<file path="src/rtl/hazard_scoreboard_if.sv">
// ID-stage <-> hazard scoreboard bundle: decoded operands in, stall/forward controls out.
interface hazard_scoreboard_if #(
    parameter int NREG  = 32,
    parameter int DEPTH = 3
);
    localparam int AW = $clog2(NREG);
    localparam int SW = $clog2(DEPTH + 1);

    logic          id_valid;
    logic          id_kill;
    logic          ex_kill;
    logic [AW-1:0] id_rs1;
    logic [AW-1:0] id_rs2;
    logic          id_rs1_used;
    logic          id_rs2_used;
    logic [AW-1:0] id_rd;
    logic          id_rd_we;
    logic [SW-1:0] id_lat;
    logic          stall;
    logic          pc_en;
    logic          if_id_en;
    logic          id_ex_clear;
    logic [SW-1:0] rs1_fwd;
    logic [SW-1:0] rs2_fwd;

    modport master (
        output id_valid, id_kill, ex_kill,
        output id_rs1, id_rs2, id_rs1_used, id_rs2_used,
        output id_rd, id_rd_we, id_lat,
        input  stall, pc_en, if_id_en, id_ex_clear,
        input  rs1_fwd, rs2_fwd
    );

    modport slave (
        input  id_valid, id_kill, ex_kill,
        input  id_rs1, id_rs2, id_rs1_used, id_rs2_used,
        input  id_rd, id_rd_we, id_lat,
        output stall, pc_en, if_id_en, id_ex_clear,
        output rs1_fwd, rs2_fwd
    );
endinterface

</file>
<file path="src/rtl/hazard_scoreboard.sv">
// Per-register pending-write scoreboard producing stall and forwarding selects for ID.
// Optional HAZARD_STALL_CNT_EN adds saturating stall/kill event counters.
module hazard_scoreboard #(
    parameter int NREG  = 32,
    parameter int DEPTH = 3,
    parameter int AW    = $clog2(NREG),
    parameter int SW    = $clog2(DEPTH + 1)
) (
    input  logic clk,
    input  logic rst,
`ifdef HAZARD_STALL_CNT_EN
    output logic [31:0] stall_cnt,
    output logic [31:0] kill_cnt,
`endif
    hazard_scoreboard_if.slave hz
);
    localparam logic [SW-1:0] ONE  = SW'(1);
    localparam logic [SW-1:0] DMAX = SW'(DEPTH);

    logic [NREG-1:0] pend;
    logic [SW-1:0]   age [NREG];
    logic [SW-1:0]   lat [NREG];

    logic          hit1, hit2, rdy1, rdy2;
    logic          stall, issue;
    logic [SW-1:0] lat_in;

    always_comb begin
        hit1 = hz.id_valid & hz.id_rs1_used & (hz.id_rs1 != '0) & pend[hz.id_rs1];
        hit2 = hz.id_valid & hz.id_rs2_used & (hz.id_rs2 != '0) & pend[hz.id_rs2];
        rdy1 = age[hz.id_rs1] >= lat[hz.id_rs1];
        rdy2 = age[hz.id_rs2] >= lat[hz.id_rs2];
        stall = ~hz.id_kill & ((hit1 & ~rdy1) | (hit2 & ~rdy2));
        issue = hz.id_valid & ~hz.id_kill & ~stall & hz.id_rd_we & (hz.id_rd != '0);
        lat_in = hz.id_lat;
        if (lat_in == '0) lat_in = ONE;
        else if (lat_in > DMAX) lat_in = DMAX;
    end

    assign hz.stall       = stall;
    assign hz.pc_en       = ~stall;
    assign hz.if_id_en    = ~stall;
    assign hz.id_ex_clear = stall | hz.id_kill;
    assign hz.rs1_fwd     = (hit1 & rdy1) ? age[hz.id_rs1] : '0;
    assign hz.rs2_fwd     = (hit2 & rdy2) ? age[hz.id_rs2] : '0;

    // A new issue to rd overrides retirement or EX kill of the older entry.
    always_ff @(posedge clk) begin
        for (int r = 0; r < NREG; r++) begin
            if (rst || r == 0) begin
                pend[r] <= 1'b0;
                age[r]  <= '0;
                lat[r]  <= '0;
            end else if (issue && hz.id_rd == AW'(r)) begin
                pend[r] <= 1'b1;
                age[r]  <= ONE;
                lat[r]  <= lat_in;
            end else if (pend[r]) begin
                if (age[r] == DMAX || (hz.ex_kill && age[r] == ONE)) begin
                    pend[r] <= 1'b0;
                    age[r]  <= '0;
                    lat[r]  <= '0;
                end else begin
                    age[r] <= age[r] + ONE;
                end
            end
        end
    end

`ifdef HAZARD_STALL_CNT_EN
    always_ff @(posedge clk) begin
        if (rst) begin
            stall_cnt <= '0;
            kill_cnt  <= '0;
        end else begin
            if (stall && stall_cnt != '1)
                stall_cnt <= stall_cnt + 32'd1;
            if ((hz.id_kill || hz.ex_kill) && kill_cnt != '1)
                kill_cnt <= kill_cnt + 32'd1;
        end
    end
`endif
endmodule

</file>
<file path="src/flat_wrapper.sv">
// flat-port wrapper written by rule: the top's interface ports become plain ports
module hazard_scoreboard_flat 
#(
    parameter int NREG  = 32,
    parameter int DEPTH = 3,
    parameter int AW    = $clog2(NREG),
    parameter int SW    = $clog2(DEPTH + 1)
)
  (clk, rst, hz_id_valid, hz_id_kill, hz_ex_kill, hz_id_rs1, hz_id_rs2, hz_id_rs1_used, hz_id_rs2_used, hz_id_rd, hz_id_rd_we, hz_id_lat, hz_stall, hz_pc_en, hz_if_id_en, hz_id_ex_clear, hz_rs1_fwd, hz_rs2_fwd);
  hazard_scoreboard_if #(.NREG(NREG), .DEPTH(DEPTH)) hz_i ();
  input  logic clk;
  input  logic rst;
  input wire logic [$bits(hz_i.id_valid)-1:0] hz_id_valid;
  input wire logic [$bits(hz_i.id_kill)-1:0] hz_id_kill;
  input wire logic [$bits(hz_i.ex_kill)-1:0] hz_ex_kill;
  input wire logic [$bits(hz_i.id_rs1)-1:0] hz_id_rs1;
  input wire logic [$bits(hz_i.id_rs2)-1:0] hz_id_rs2;
  input wire logic [$bits(hz_i.id_rs1_used)-1:0] hz_id_rs1_used;
  input wire logic [$bits(hz_i.id_rs2_used)-1:0] hz_id_rs2_used;
  input wire logic [$bits(hz_i.id_rd)-1:0] hz_id_rd;
  input wire logic [$bits(hz_i.id_rd_we)-1:0] hz_id_rd_we;
  input wire logic [$bits(hz_i.id_lat)-1:0] hz_id_lat;
  output wire logic [$bits(hz_i.stall)-1:0] hz_stall;
  output wire logic [$bits(hz_i.pc_en)-1:0] hz_pc_en;
  output wire logic [$bits(hz_i.if_id_en)-1:0] hz_if_id_en;
  output wire logic [$bits(hz_i.id_ex_clear)-1:0] hz_id_ex_clear;
  output wire logic [$bits(hz_i.rs1_fwd)-1:0] hz_rs1_fwd;
  output wire logic [$bits(hz_i.rs2_fwd)-1:0] hz_rs2_fwd;
  assign hz_i.id_valid = hz_id_valid;
  assign hz_i.id_kill = hz_id_kill;
  assign hz_i.ex_kill = hz_ex_kill;
  assign hz_i.id_rs1 = hz_id_rs1;
  assign hz_i.id_rs2 = hz_id_rs2;
  assign hz_i.id_rs1_used = hz_id_rs1_used;
  assign hz_i.id_rs2_used = hz_id_rs2_used;
  assign hz_i.id_rd = hz_id_rd;
  assign hz_i.id_rd_we = hz_id_rd_we;
  assign hz_i.id_lat = hz_id_lat;
  assign hz_stall = hz_i.stall;
  assign hz_pc_en = hz_i.pc_en;
  assign hz_if_id_en = hz_i.if_id_en;
  assign hz_id_ex_clear = hz_i.id_ex_clear;
  assign hz_rs1_fwd = hz_i.rs1_fwd;
  assign hz_rs2_fwd = hz_i.rs2_fwd;
  hazard_scoreboard #(.NREG(NREG), .DEPTH(DEPTH), .AW(AW), .SW(SW)) u_core (.clk(clk), .rst(rst), .hz(hz_i));
endmodule
</file>
<file path="config.mk">
export PLATFORM = sky130hd
export DESIGN_NAME = hazard_scoreboard_flat
export DESIGN_NICKNAME = d
export VERILOG_FILES = /design/src/rtl/hazard_scoreboard_if.sv /design/src/rtl/hazard_scoreboard.sv /design/src/flat_wrapper.sv
export SDC_FILE = /design/constraint.sdc
export NUM_CORES = 1
export LEC_CHECK = 0
export BUFFER_PORTS_ARGS = -buffer_cell sky130_fd_sc_hd__buf_2
export CAP_MARGIN = 20
export CORE_MARGIN = 3
export CORE_UTILIZATION = 65
export CTS_CLUSTER_DIAMETER = 60
export DETAILED_ROUTE_END_ITERATION = 12
export GPL_TIMING_DRIVEN = 0
export PLACE_DENSITY = 0.82
export SYNTH_ARGS = -nofsm -noshare
export SYNTH_HDL_FRONTEND = slang
export SYNTH_SLANG_ARGS = --single-unit
</file>
<file path="constraint.sdc">
create_clock -name clk -period 12.7 [get_ports clk]
set_input_delay 2.54 -clock clk [delete_from_list [all_inputs] [get_ports clk]]
set_output_delay 2.54 -clock clk [all_outputs]
set_load 0.1 [all_outputs]
</file>
==> results.toml <==
[cells_and_area]
diodes = 0
utilization_pct = 74.1
fillers = 1099
fin_area_um2 = 12000
drive_gt1_share_pct = 19.3
stdcell_count = 1239
syn2layout_area_growth_pct = 9.23
nets = 1101

[power_and_ir_drop]
pwr-share-clk_pct = 39.0
switching_share_pct = 29.1
p_per_area_nw_per_um2 = 109
power_w = 0.00131
combPwrFrac_pct = 17.0
leakage_nw = 4.41
power_frac_seq_pct = 44.0
p_int_w = 0.000930
ir_worst_vdd_uv = 98.9
switchingPower_w = 0.000382

[clock_network]
cts_tree = "done"
post_cts_buffers = 0
cts.sinks = 155
cts_hold_buf = 0
cts_buffers = 17
insertion_delay_ps = 440
cts_root_buf = "clkbuf_16"
cts_resized = 0
htreeDepth = 4
clk_pin_slew_worst_paths_ps = 60
cts_buffer_depth = 2

[yosys]
synth_flop_cell = "edfxtp_1"
synth_top_area_share_pct = 33.9
synth_seq_cells = 155
syn_nets = 1053
yosysTopAreaCell = "edfxtp_1"
synth.top_cells.by_count = "edfxtp_1 (124), mux4_2 (85), ha_1 (66), inv_1 (47), clkbuf_1 (46)"
synth_edf_count = 124
synth_cells = 962
ys_top_cells_by_area = "edfxtp_1 (34%), mux4_2 (17%), ha_1 (7.5%)"
synth_most_common_cell = "edfxtp_1"
synthDistinctLibCells = 50
syn-cell-area_um2 = 11000
synth_seq_area_share_pct = 39.6
ys_warn_count = 0
avgSynthCellArea_um2 = 11.4
async_flop_share_pct = 0

[setup_path]
crit_type = "in2out"
path_max_fanout = 10
crit_slowest_cell = "clkbuf_1"
worstPathRequired_ps = 10160
cp.arrival_ps = 8490
critPathLaunchType = "input pin"
cp_top_family = "buffers and inverters"
worstPathCellList = "buf_2, buf_1, clkbuf_1, clkbuf_1, mux4_2, mux4_2, mux2_2, ha_1, nand2b_1, a21oi_1, a21oi_1, buf_2, buf_2, nor2_1, buf_2"
timing.critical_path.from = "hz_id_rs1[1]"
max_stage_delay_ps = 800
regToRegStartpoint = "u_core.lat[27][0]"
r2r_end = "u_core.lat[20][1]"
end_kind = "primary output"
crit_buf_inv = 7
r2r.worst_path.cells = 11
path_common_cell = "buf_2"
r2r_slack_ps = 7710

[hold_path]
hp-class = "reg2reg"
hold_path.startpoint = "u_core.pend[24]"
hold_path_end = "u_core.pend[24]"
holdPathStages = 2

[die]
die_h_um = 136
core-area_um2 = 16200
die-area_um2 = 18500
initial_core_util_pct = 67.8
die_w_um = 136
pin_count = 33
rows = 46

[place]
dpl-instance-area_um2 = 11400
place_hpwl_um = 29400
routabilityCongestion = 1.04
dp_cells = 1205
io_buffers = 24

[global_route]
grt-busiest-layer = "met2"
grt_max_degree = 17
grt_overflow = 0
antenna_found_initial = 2
grt_use_met3_pct = 16.8
use_met1_pct = 55.5
grt_usage_pct = 44.1
grt_first_pass_wirelength_um = 58200
gr-usage-met2_pct = 63.3
first_global_vias = 9468

[timing]
fmaxAchievable_mhz = 90.6
skew_ps = 9.11
relSlewSlack_pct = 15.7
finalSetupTns_ps = 0
layout_min_cycle_time_ps = 11030
setup_viol = 0
finalCritPeriodShare_pct = 86.9
tightest_slew_ps = 1260
final_max_slew_viol_count = 0
rsz0062_at_grt = "false"
hold_viol = 0

[detailed_routing]
drcViolationCount = 0
drt.antenna.violating_nets = 0
vias_per_cell = 8.02
num_vias = 9935
wl_per_cell_um = 32.3
routed_wirelength_um = 40000
firstDrtPassIters = 7
drtIter0Drc = 1951

[job]
drv_cap = 0

[status]
status = "complete, no violations"
per-stage QoR:
step / setup WS [ps] / hold WS [ps]
after floorplan: 2470 / 540
after global placement: 2120 / 588
after detailed placement: 2010 / 601
after CTS: 1950 / 613
after global routing: 1720 / 663
final: 1670 / 618
sequential cells by signal (all words and copies together) (netlist names):
| register | count |
|---|---|
| u_core.pend | 31 |
| u_core.age | 62 |
| u_core.lat | 62 |
cell families (layout without fill, tap and decap cells):
family          Yosys count  after routing  synth area share (%)
flops                   155            155                  39.6
simple gates            291            291                  14.9
mux                     107            107                  19.6
compound gates          209            209                  13.0
fa+ha+maj                66             66                  7.53
buf+inv                 134            195                  5.38
cells in the final DEF, fill, tap and decap left out, types with 4 or more instances in the layout:
| cell type | count |
|---|---|
| and3b_1 | 4 |
| nor4_1 | 44 |
| o31ai_1 | 11 |
| buf_1 | 7 |
| mux4_2 | 85 |
| mux2i_1 | 10 |
| clkbuf_16 | 17 |
| o32ai_1 | 4 |
| ha_1 | 66 |
| a22o_1 | 8 |
| or3_1 | 17 |
| o22ai_1 | 26 |
| o21ai_0 | 41 |
| nor3_1 | 35 |
| nor2b_1 | 18 |
| nor2_1 | 39 |
| clkbuf_1 | 49 |
| buf_2 | 46 |
| buf_6 | 8 |
| mux2_2 | 12 |
| a21oi_1 | 44 |
| nor3b_1 | 8 |
| a211o_1 | 17 |
| nand3_1 | 36 |
| edfxtp_1 | 124 |
| a311o_1 | 15 |
| o21a_1 | 5 |
| buf_4 | 7 |
| nand2b_1 | 10 |
| a211oi_1 | 13 |
| nand3b_1 | 33 |
| nand2_1 | 34 |
| inv_1 | 47 |
| a311oi_1 | 13 |
| dfxtp_1 | 31 |
power by group through the flow:
stage	clock network [W]	registers (W)	logic, W
6_report	0.000511	0.000577	0.000223
5_1_grt	0.000523	0.000578	0.000227
4_1_cts	0.000505	0.000575	0.000211
3_5_place_dp	0	0.000586	0.000209
3_3_place_gp	0	0.000584	0.000204
2_1_floorplan	0	0.000580	0.000140
metal layers:
layer | wire [µm] | share of wire [%]
met1 | 12600 | 31
met4 | 3740 | 9.4
met2 | 16700 | 42
met5 | 13 | 0.033
met3 | 6940 | 17
cell type report:
type	instances	area [µm²]	area share (%)
buffer	85	407	3.39
multi-input combinational	673	6040	50.4
tap	216	270	2.26
clock buffer	20	437	3.64
timing repair buffer	29	165	1.38
sequential	155	4340	36.2
inverter	49	184	1.53
clock inverter	12	140	1.17
how the worst max path moves through the flow:
stage / end / slack, ps / cells past startpoint
finish: hz_stall / 1670 / 15
global route: hz_stall / 1720 / 15
CTS: hz_stall / 1950 / 15
detailed placement: hz_stall / 2010 / 15
global placement: hz_stall / 2120 / 15
floorplan: hz_rs1_fwd[0] / 2470 / 12
worst min-delay path: stages, from the launching register on:
cell and delay [ps]:
dfxtp_1 350, nand3b_1 140, o21ai_0 80
(Power assumes the default switching activity.)
